$ cat src/rtl/branch_resolve.sv
// Branch resolution unit: in-order queue of predicted branches, misprediction
// detection, redirect and timed flush. Optional statistics via BR_STATS_EN.
module branch_resolve #(
    parameter int DEPTH        = 4,
    parameter int FLUSH_CYCLES = 3
) (
    input  logic        clk,
    input  logic        reset,
    input  logic        pred_valid,
    input  logic        pred_taken,
    input  logic [15:0] pred_pc_next,
    input  logic [15:0] pred_target,
    input  logic        res_valid,
    input  logic        res_taken,
    input  logic [15:0] res_target,
    output logic        stall_fetch,
    output logic        flush,
    output logic        redirect_valid,
    output logic [15:0] redirect_pc,
    output logic        proto_err,
    output logic [15:0] resolved_cnt,
    output logic [15:0] mispred_cnt,
    output logic        fsm_state
);

    localparam int AW = (DEPTH > 1) ? $clog2(DEPTH) : 1;
    localparam int CW = $clog2(DEPTH + 1);

    typedef enum logic {IDLE = 1'b0, FLUSH = 1'b1} state_t;

    // Handshake: pred_valid is accepted in IDLE when the queue has room or the
    // head dequeues in the same cycle; stall_fetch tells fetch to hold.
    state_t          state, state_nxt;
    logic [2:0]      flush_cnt;
    logic [CW-1:0]   count;
    logic [AW-1:0]   wr_ptr, rd_ptr;

    logic            q_taken   [DEPTH];
    logic [15:0]     q_pc_next [DEPTH];
    logic [15:0]     q_target  [DEPTH];

    logic            idle, full, empty, deq, enq, mispred, flush_done;
    logic            head_taken;
    logic [15:0]     head_pc_next, head_target, correct_pc;

    always_comb begin
        head_taken   = q_taken[rd_ptr];
        head_pc_next = q_pc_next[rd_ptr];
        head_target  = q_target[rd_ptr];
        idle         = (state == IDLE);
        full         = (count == CW'(DEPTH));
        empty        = (count == '0);
        deq          = idle & res_valid & ~empty;
        // A taken branch is only correct if the predicted target also matched
        mispred      = deq & ((res_taken != head_taken) |
                              (res_taken & (res_target != head_target)));
        enq          = idle & pred_valid & (~full | deq) & ~mispred;
        correct_pc   = res_taken ? res_target : head_pc_next;
        flush_done   = (flush_cnt == 3'(FLUSH_CYCLES));
    end

    always_comb begin
        state_nxt = state;
        case (state)
            IDLE:    if (mispred) state_nxt = FLUSH;
            FLUSH:   if (flush_done) state_nxt = IDLE;
            default: state_nxt = IDLE;
        endcase
    end

    always_ff @(posedge clk or posedge reset) begin
        if (reset) begin
            state     <= IDLE;
            flush_cnt <= '0;
        end else begin
            state <= state_nxt;
            if (mispred)
                flush_cnt <= 3'd1;
            else if (state == FLUSH && !flush_done)
                flush_cnt <= flush_cnt + 3'd1;
            else
                flush_cnt <= '0;
        end
    end

    always_ff @(posedge clk or posedge reset) begin
        if (reset) begin
            count  <= '0;
            wr_ptr <= '0;
            rd_ptr <= '0;
        end else if (mispred) begin
            // Everything younger than the mispredicted branch is wrong-path
            count  <= '0;
            wr_ptr <= '0;
            rd_ptr <= '0;
        end else begin
            if (enq) wr_ptr <= wr_ptr + AW'(1);
            if (deq) rd_ptr <= rd_ptr + AW'(1);
            case ({enq, deq})
                2'b10:   count <= count + CW'(1);
                2'b01:   count <= count - CW'(1);
                default: count <= count;
            endcase
        end
    end

    always_ff @(posedge clk) begin
        if (enq) begin
            q_taken[wr_ptr]   <= pred_taken;
            q_pc_next[wr_ptr] <= pred_pc_next;
            q_target[wr_ptr]  <= pred_target;
        end
    end

    always_ff @(posedge clk or posedge reset) begin
        if (reset) begin
            redirect_valid <= 1'b0;
            redirect_pc    <= 16'h0000;
            proto_err      <= 1'b0;
        end else begin
            redirect_valid <= mispred;
            if (mispred) redirect_pc <= correct_pc;
            if (idle && res_valid && empty) proto_err <= 1'b1;
        end
    end

    assign stall_fetch = full;
    assign flush       = (state == FLUSH);
    assign fsm_state   = (state == FLUSH);

`ifdef BR_STATS_EN
    always_ff @(posedge clk or posedge reset) begin
        if (reset) begin
            resolved_cnt <= 16'h0000;
            mispred_cnt  <= 16'h0000;
        end else begin
            if (deq && resolved_cnt != 16'hFFFF) resolved_cnt <= resolved_cnt + 16'd1;
            if (mispred && mispred_cnt != 16'hFFFF) mispred_cnt <= mispred_cnt + 16'd1;
        end
    end
`else
    assign resolved_cnt = 16'h0000;
    assign mispred_cnt  = 16'h0000;
`endif

endmodule

$ cat config.mk
export PLATFORM = sky130hd
export DESIGN_NAME = branch_resolve
export DESIGN_NICKNAME = d
export VERILOG_FILES = /design/src/rtl/branch_resolve.sv
export SDC_FILE = /design/constraint.sdc
export NUM_CORES = 1
export LEC_CHECK = 0
export CAP_MARGIN = 15
export CORE_MARGIN = 8
export CORE_UTILIZATION = 54
export CTS_CLUSTER_DIAMETER = 60
export CTS_CLUSTER_SIZE = 30
export DETAILED_ROUTE_END_ITERATION = 12
export PLACE_DENSITY = 0.8
export SETUP_SLACK_MARGIN = 0.2
export SLEW_MARGIN = 5
export SYNTH_ARGS = -nofsm -noshare
export SYNTH_HDL_FRONTEND = slang
export SYNTH_SLANG_ARGS = --single-unit
$ cat constraint.sdc
create_clock -name clk -period 5.4 [get_ports clk]
set_clock_uncertainty 0.05 [all_clocks]
set_input_delay 1.08 -clock clk [delete_from_list [all_inputs] [get_ports clk]]
set_output_delay 1.08 -clock clk [all_outputs]
set_load 0.02 [all_outputs]
==> results of run 1 <==
==> placed cells by master, fill, tap and decap left out, drive strengths merged, types with 4 or more instances in the layout <==
cell type | synthesis | routed
o41ai | 16 | 16
a21o | 4 | 4
inv | 10 | 10
xnor2 | 12 | 12
o21ai | 5 | 5
xor2 | 8 | 8
ha | 6 | 6
clkinv | 0 | 11
buf | 46 | 15
a31oi | 16 | 16
clkdlybuf4s50 | 0 | 74
clkbuf | 9 | 19
dfrtp | 29 | 29
nand2b | 21 | 21
a21oi | 11 | 11
conb | 1 | 32
edfxtp | 132 | 132
mux2i | 32 | 32
nor2 | 7 | 7
mux4 | 28 | 28
nand2 | 8 | 8
==> area by class of cell <==
type	instances	area, um2
sequential	161	4690
tap	172	215
fill	855	4150
inverter	10	37.5
clock inverter	13	120
clock buffer	19	433
timing repair buffer	89	911
multi-input combinational	230	2110
==> flip-flops by register name, summed over array words and instances, names as in the netlist <==
name,cells
q_taken,4
proto_err,1
redirect_valid,1
rd_ptr,2
flush,1
wr_ptr,2
q_target,64
flush_cnt,3
redirect_pc,16
q_pc_next,64
count,3
==> critical path: cells and delay by family, from the launching register on <==
family	cells	cell delay, ns
adders and majority gates	1	0.42
muxes	3	0.93
xor gates and xnor gates	1	0.23
DFF	1	0.63
and+or+nand+nor	3	1.15
AOI/OAI and AO/OA	4	0.72
==> synthesized netlist by cell type (4+ instances only) <==
master    instances
a21oi_1          11
ha_1              6
nand2_1           8
a21o_1            4
nor2_1            7
mux4_2           26
o41ai_1          16
a31oi_1          16
edfxtp_1        132
dfrtp_1          29
buf_6             5
mux2i_1          32
buf_4            35
xnor2_1          12
inv_1            10
o21ai_0           4
xor2_1            8
buf_2             4
nand2b_1         21
clkbuf_1          9
==> worst max path at each step <==
stage / from / depth (start not counted) / end
6_report: rd_ptr[0] / 12 / count[2]
4_1_cts: rd_ptr[0] / 12 / count[2]
5_1_grt: rd_ptr[0] / 12 / count[2]
2_1_floorplan: res_taken / 8 / q_pc_next[0][0]
3_5_place_dp: res_target[6] / 12 / count[2]
3_3_place_gp: res_target[6] / 12 / count[2]
==> kinds of logic after synthesis <==
group / synth area share
compound gates: 0.0626
xor+xnor: 0.0248
fa+ha+maj: 0.0135
buf+inv: 0.0592
flops: 0.665
mux: 0.137
other cells: 0.000532
simple gates: 0.0371
==> layer usage <==
metal / up-vias / share of wire / global-route usage
met4: 0 / 0.016 / 0.0669
met2: 162 / 0.52 / 0.301
met1: 2008 / 0.39 / 0.221
met3: 19 / 0.080 / 0.0481
met5: - / 0 / 0
li1: 1772 / - / -
==> power by group <==
group,switching (mW),internal [mW]
clock network,0.455,0.671
registers,0.180,1.58
logic,0.690,0.666
==> metrics by stage <==
step / cells / setup WS, ns / util / instance area (um2) / power, mW
3_5_place_dp: 661 / 0.859 / 0.626 / 7940 / 3.14
5_1_grt: 694 / 0.944 / 0.672 / 8520 / 4.43
3_3_place_gp: 661 / 0.971 / 0.626 / 7940 / 3.09
4_1_cts: 693 / 1.25 / 0.670 / 8490 / 4.26
2_1_floorplan: 456 / 0.431 / - / 7170 / 2.67
6_report: 694 / 1.15 / 0.672 / 8520 / 4.24
==> results.toml, run 1 <==
[run_status]
status = "complete, no violations"

[floorplan]
rows = 41
io_pins = 107
die_y_um = 130
core_um2 = 12700
start_util = 0.557
dieArea_um2 = 17000
die_w_um = 130

[synthesis]
ys_ff_latch = 161
yosysWarningCount = 0
synthDistinctLibCells = 43
synth.cell_area_um2 = 7050
syn_inst = 425
synth_top_area_frac = 0.562
syn_area_per_cell_um2 = 16.6
synth_edf_count = 132
synth-main-ff-cell = "edfxtp_1"
yosys.area.top_type = "edfxtp_1"
yosysSeqAreaShare = 0.665
synthTopCellsByArea = "edfxtp_1 56%, dfrtp_1 10%, mux4_2 8.3%"
synthArstFlopShare = 0.180

[pwr]
ir_drop_uv = 282
power_density_nw_per_um2 = 498
leakage_nw = 3.01

[grt]
overflow = 0
grt_pass1_vias = 3963
grt_usage = 0.180
grt_first_pass_wirelength_mm = 22.1
antenna_found_initial = 0
grt_max_degree = 34

[clock_tree]
clockBufferDepth = 2
holdBufCountCts = 0
clkLatencyLatePin_ns = 0.42
clock-sinks = 161
post-cts-setup-buffer-count = 0
clk_pin_slew_worst_paths_ns = 0.06
root_buffer = "clkbuf_16"
cts_tree = "yes"
cts-resized-gates = 0
cts_made_buffers = 17
h-tree-depth = 4

[critical_path]
worstPathRequired_ns = 5.66
regToRegSetupSlack_ns = 1.15
cp-start-kind = "register"
cp_max_fo = 18
timing.rr.start = "rd_ptr[0]"
r2r_end = "count[2]"
worstPathCellList = "mux4_1 > xnor2_1 > nand2_1 > or4_4 > or3_1 > a22o_1 > fa_1 > o21a_1 > mux2i_1 > mux2i_1 > a22o_1 > a21o_1"
cpMaxStageDelayCell = "mux4_1"
path_class = "reg -> reg"
max_stage_delay_ns = 0.67
arrival_ns = 4.52
end_kind = "register"
r2r_cells = 12

[flow_run]
maxCapViolations = 0

[sta]
rsz0062_at_grt = "false"
slew_headroom = 0.529
finalCritPeriodShare = 0.787
setup-tns-final_ns = 0
hold_viol_final = 0
final_max_slew_viol_count = 0
hold-worst-slack_ns = 0.411
worst_slew_pin_slew_ns = 0.701
min_period_ns = 4.25
fmax_mhz = 235
setup_viol = 0

[worst_hold_path]
min_path_cells = 1
hold_class = "reg -> reg"
min_to = "proto_err"
min-delay-start = "proto_err"

[placement]
dp_hpwl_mm = 9.91
place_congestion = 0.788
io_buffers = 74

[detailed_routing]
firstDrtPassIters = 5
wl_per_cell_um = 21.2
ant_nets = 0
drc = 0
vias_per_cell = 5.71
drt_wl_total_mm = 14.7
drt_iter0_drc = 291
num_vias = 3961

[finish]
area_growth_pct = 20.7
drive_gt1_frac = 0.149
finalNetCount = 570
antenna_cells = 0
Power figures use the tool's default switching activity.
==> run 2, diff against run 1 <==
==> constraint.sdc (replaced) <==
create_clock -name clk -period 4.3 [get_ports clk]
set_clock_uncertainty 0.05 [all_clocks]
set_input_delay 0.86 -clock clk [delete_from_list [all_inputs] [get_ports clk]]
set_output_delay 0.86 -clock clk [all_outputs]
set_load 0.02 [all_outputs]
==> results.toml, run 2 (synthesized netlist as in run 1, its figures left out) <==
[clock_tree]
clkLatencyLatePin_ns = 0.43
holdBufCountCts = 0
clk_pin_slew_worst_paths_ns = 0.07
clock-sinks = 161
cts_made_buffers = 17
clockBufferDepth = 2
cts_tree = "yes"
h-tree-depth = 4
root_buffer = "clkbuf_16"

[floorplan]
io_pins = 107
dieArea_um2 = 17000
die_w_um = 130
core_um2 = 12700
rows = 41
start_util = 0.557
die_y_um = 130

[sta]
fmax_mhz = 255
slew_headroom = 0.572
setup_viol = 0
min_period_ns = 3.92
hold_viol_final = 0
worst_slew_pin_slew_ns = 0.638
hold-worst-slack_ns = 0.416
final_max_slew_viol_count = 0
rsz0062_at_grt = "false"
finalCritPeriodShare = 0.912

[detailed_routing]
ant_nets = 0
wl_per_cell_um = 22.1
drt_wl_total_mm = 15.6
vias_per_cell = 5.77
drc = 0
num_vias = 4071
firstDrtPassIters = 5
drt_iter0_drc = 355

[critical_path]
path_buf_inv = 2
cp_top_family = "simple AND/OR/NAND/NOR gates"
worstPathRequired_ns = 4.62
worstPathCellList = "buf_12 > buf_4 > mux4_2 > xor2_1 > nor4_1 > nand3_2 > or3_1 > a22o_1 > fa_1 > nor3_1 > mux2i_1 > mux2i_1 > a22o_1 > a21o_1"
cpMaxStageDelayCell = "mux4_2"
timing.rr.start = "rd_ptr[0]"
arrival_ns = 4.24
cp-start-kind = "register"
crit_start = "rd_ptr[0]"
end_kind = "register"
path_class = "reg -> reg"
cp_max_fo = 8
max_stage_delay_ns = 0.53

[finish]
postLayoutCellArea_um2 = 8620
instances_no_fill = 706
antenna_cells = 0
finalNetCount = 582
mostFrequentLayoutCell = "edfxtp_1"
area_growth_pct = 22.1
final_cell_mix = "132 x edfxtp_1, 74 x clkdlybuf4s50_1, 32 x mux2i_1, 32 x conb_1, 27 x dfrtp_1"
drive_gt1_frac = 0.165
largestRegisters = "q_pc_next: 64 flops, q_target: 64 flops, redirect_pc: 16 flops"

[grt]
grt_pass1_vias = 4263
antenna_found_initial = 0
overflow = 0
grt_usage = 0.193
grt_max_degree = 30
grt_first_pass_wirelength_mm = 23.8

[placement]
place_congestion = 0.862
dp_hpwl_mm = 10.0
placed_cells_incl_taps = 668
io_buffers = 74
place_area_um2 = 7990

[worst_hold_path]
hold_class = "reg -> reg"
min-delay-start = "proto_err"

[run_status]
status = "complete, no violations"

[pwr]
ir_drop_uv = 320
power_density_nw_per_um2 = 629
leakage_nw = 3.06

[flow_run]
maxCapViolations = 0
-- run 2: cell types whose count changed in the layout (fill, tap and decap cells not counted), sizes merged --
cell | previous run | this run
buf | 15 | 27
clkbuf | 19 | 18
clkinvlp | 0 | 2
inv | 10 | 9
-- run 2: final cells by class --
type	instances	area [um2]
Sequential cell	161	4700
Fill cell	835	4060
Multi-Input combinational cell	230	2110
Timing Repair Buffer	101	1010
Clock buffer	18	429
Tap cell	172	215
Clock inverter	14	123
Inverter	10	37.5
-- run 2: routing by layer --
metal / global-route usage / share of wire / up-vias
met5: 0 / 0 / -
met4: 0.0908 / 0.023 / 0
met3: 0.0502 / 0.085 / 28
met2: 0.324 / 0.51 / 204
met1: 0.228 / 0.38 / 2048
li1: - / - / 1791
-- run 2: what timing repair did --
item	in CTS	in global routing
gates resized for setup	0	2
setup endpoints to repair	0	1
setup buffers	0	5
-- run 2: where the power goes --
group	switching, mW	internal (mW)
Sequential	0.198	1.98
Combinational	0.937	0.894
Clock	0.573	0.838
Total	1.71	3.71
-- run 2: path summary, 6_finish.rpt --
path | to | slack, ns | cells past startpoint
max | count[2] | 0.38 | 14
min | proto_err | 0.42 | 1
max reg2reg | count[2] | 0.38 | 14
min reg2reg | proto_err | 0.42 | 1
max in group asynchronous | rd_ptr[1] | 3.19 | 3
min in group asynchronous | flush_cnt[1] | 0.60 | 2
-- run 2: through the flow --
step	power (mW)	utilization	worst slack, ns	setup TNS, ns
after floorplan	3.35	-	-0.449	-59.23
final	5.42	0.680	0.378	0
after global routing	5.66	0.680	0.186	0
after CTS	5.38	0.674	0.261	0
after global placement	3.91	0.630	0.274	0
after detailed placement	3.95	0.630	0.210	0
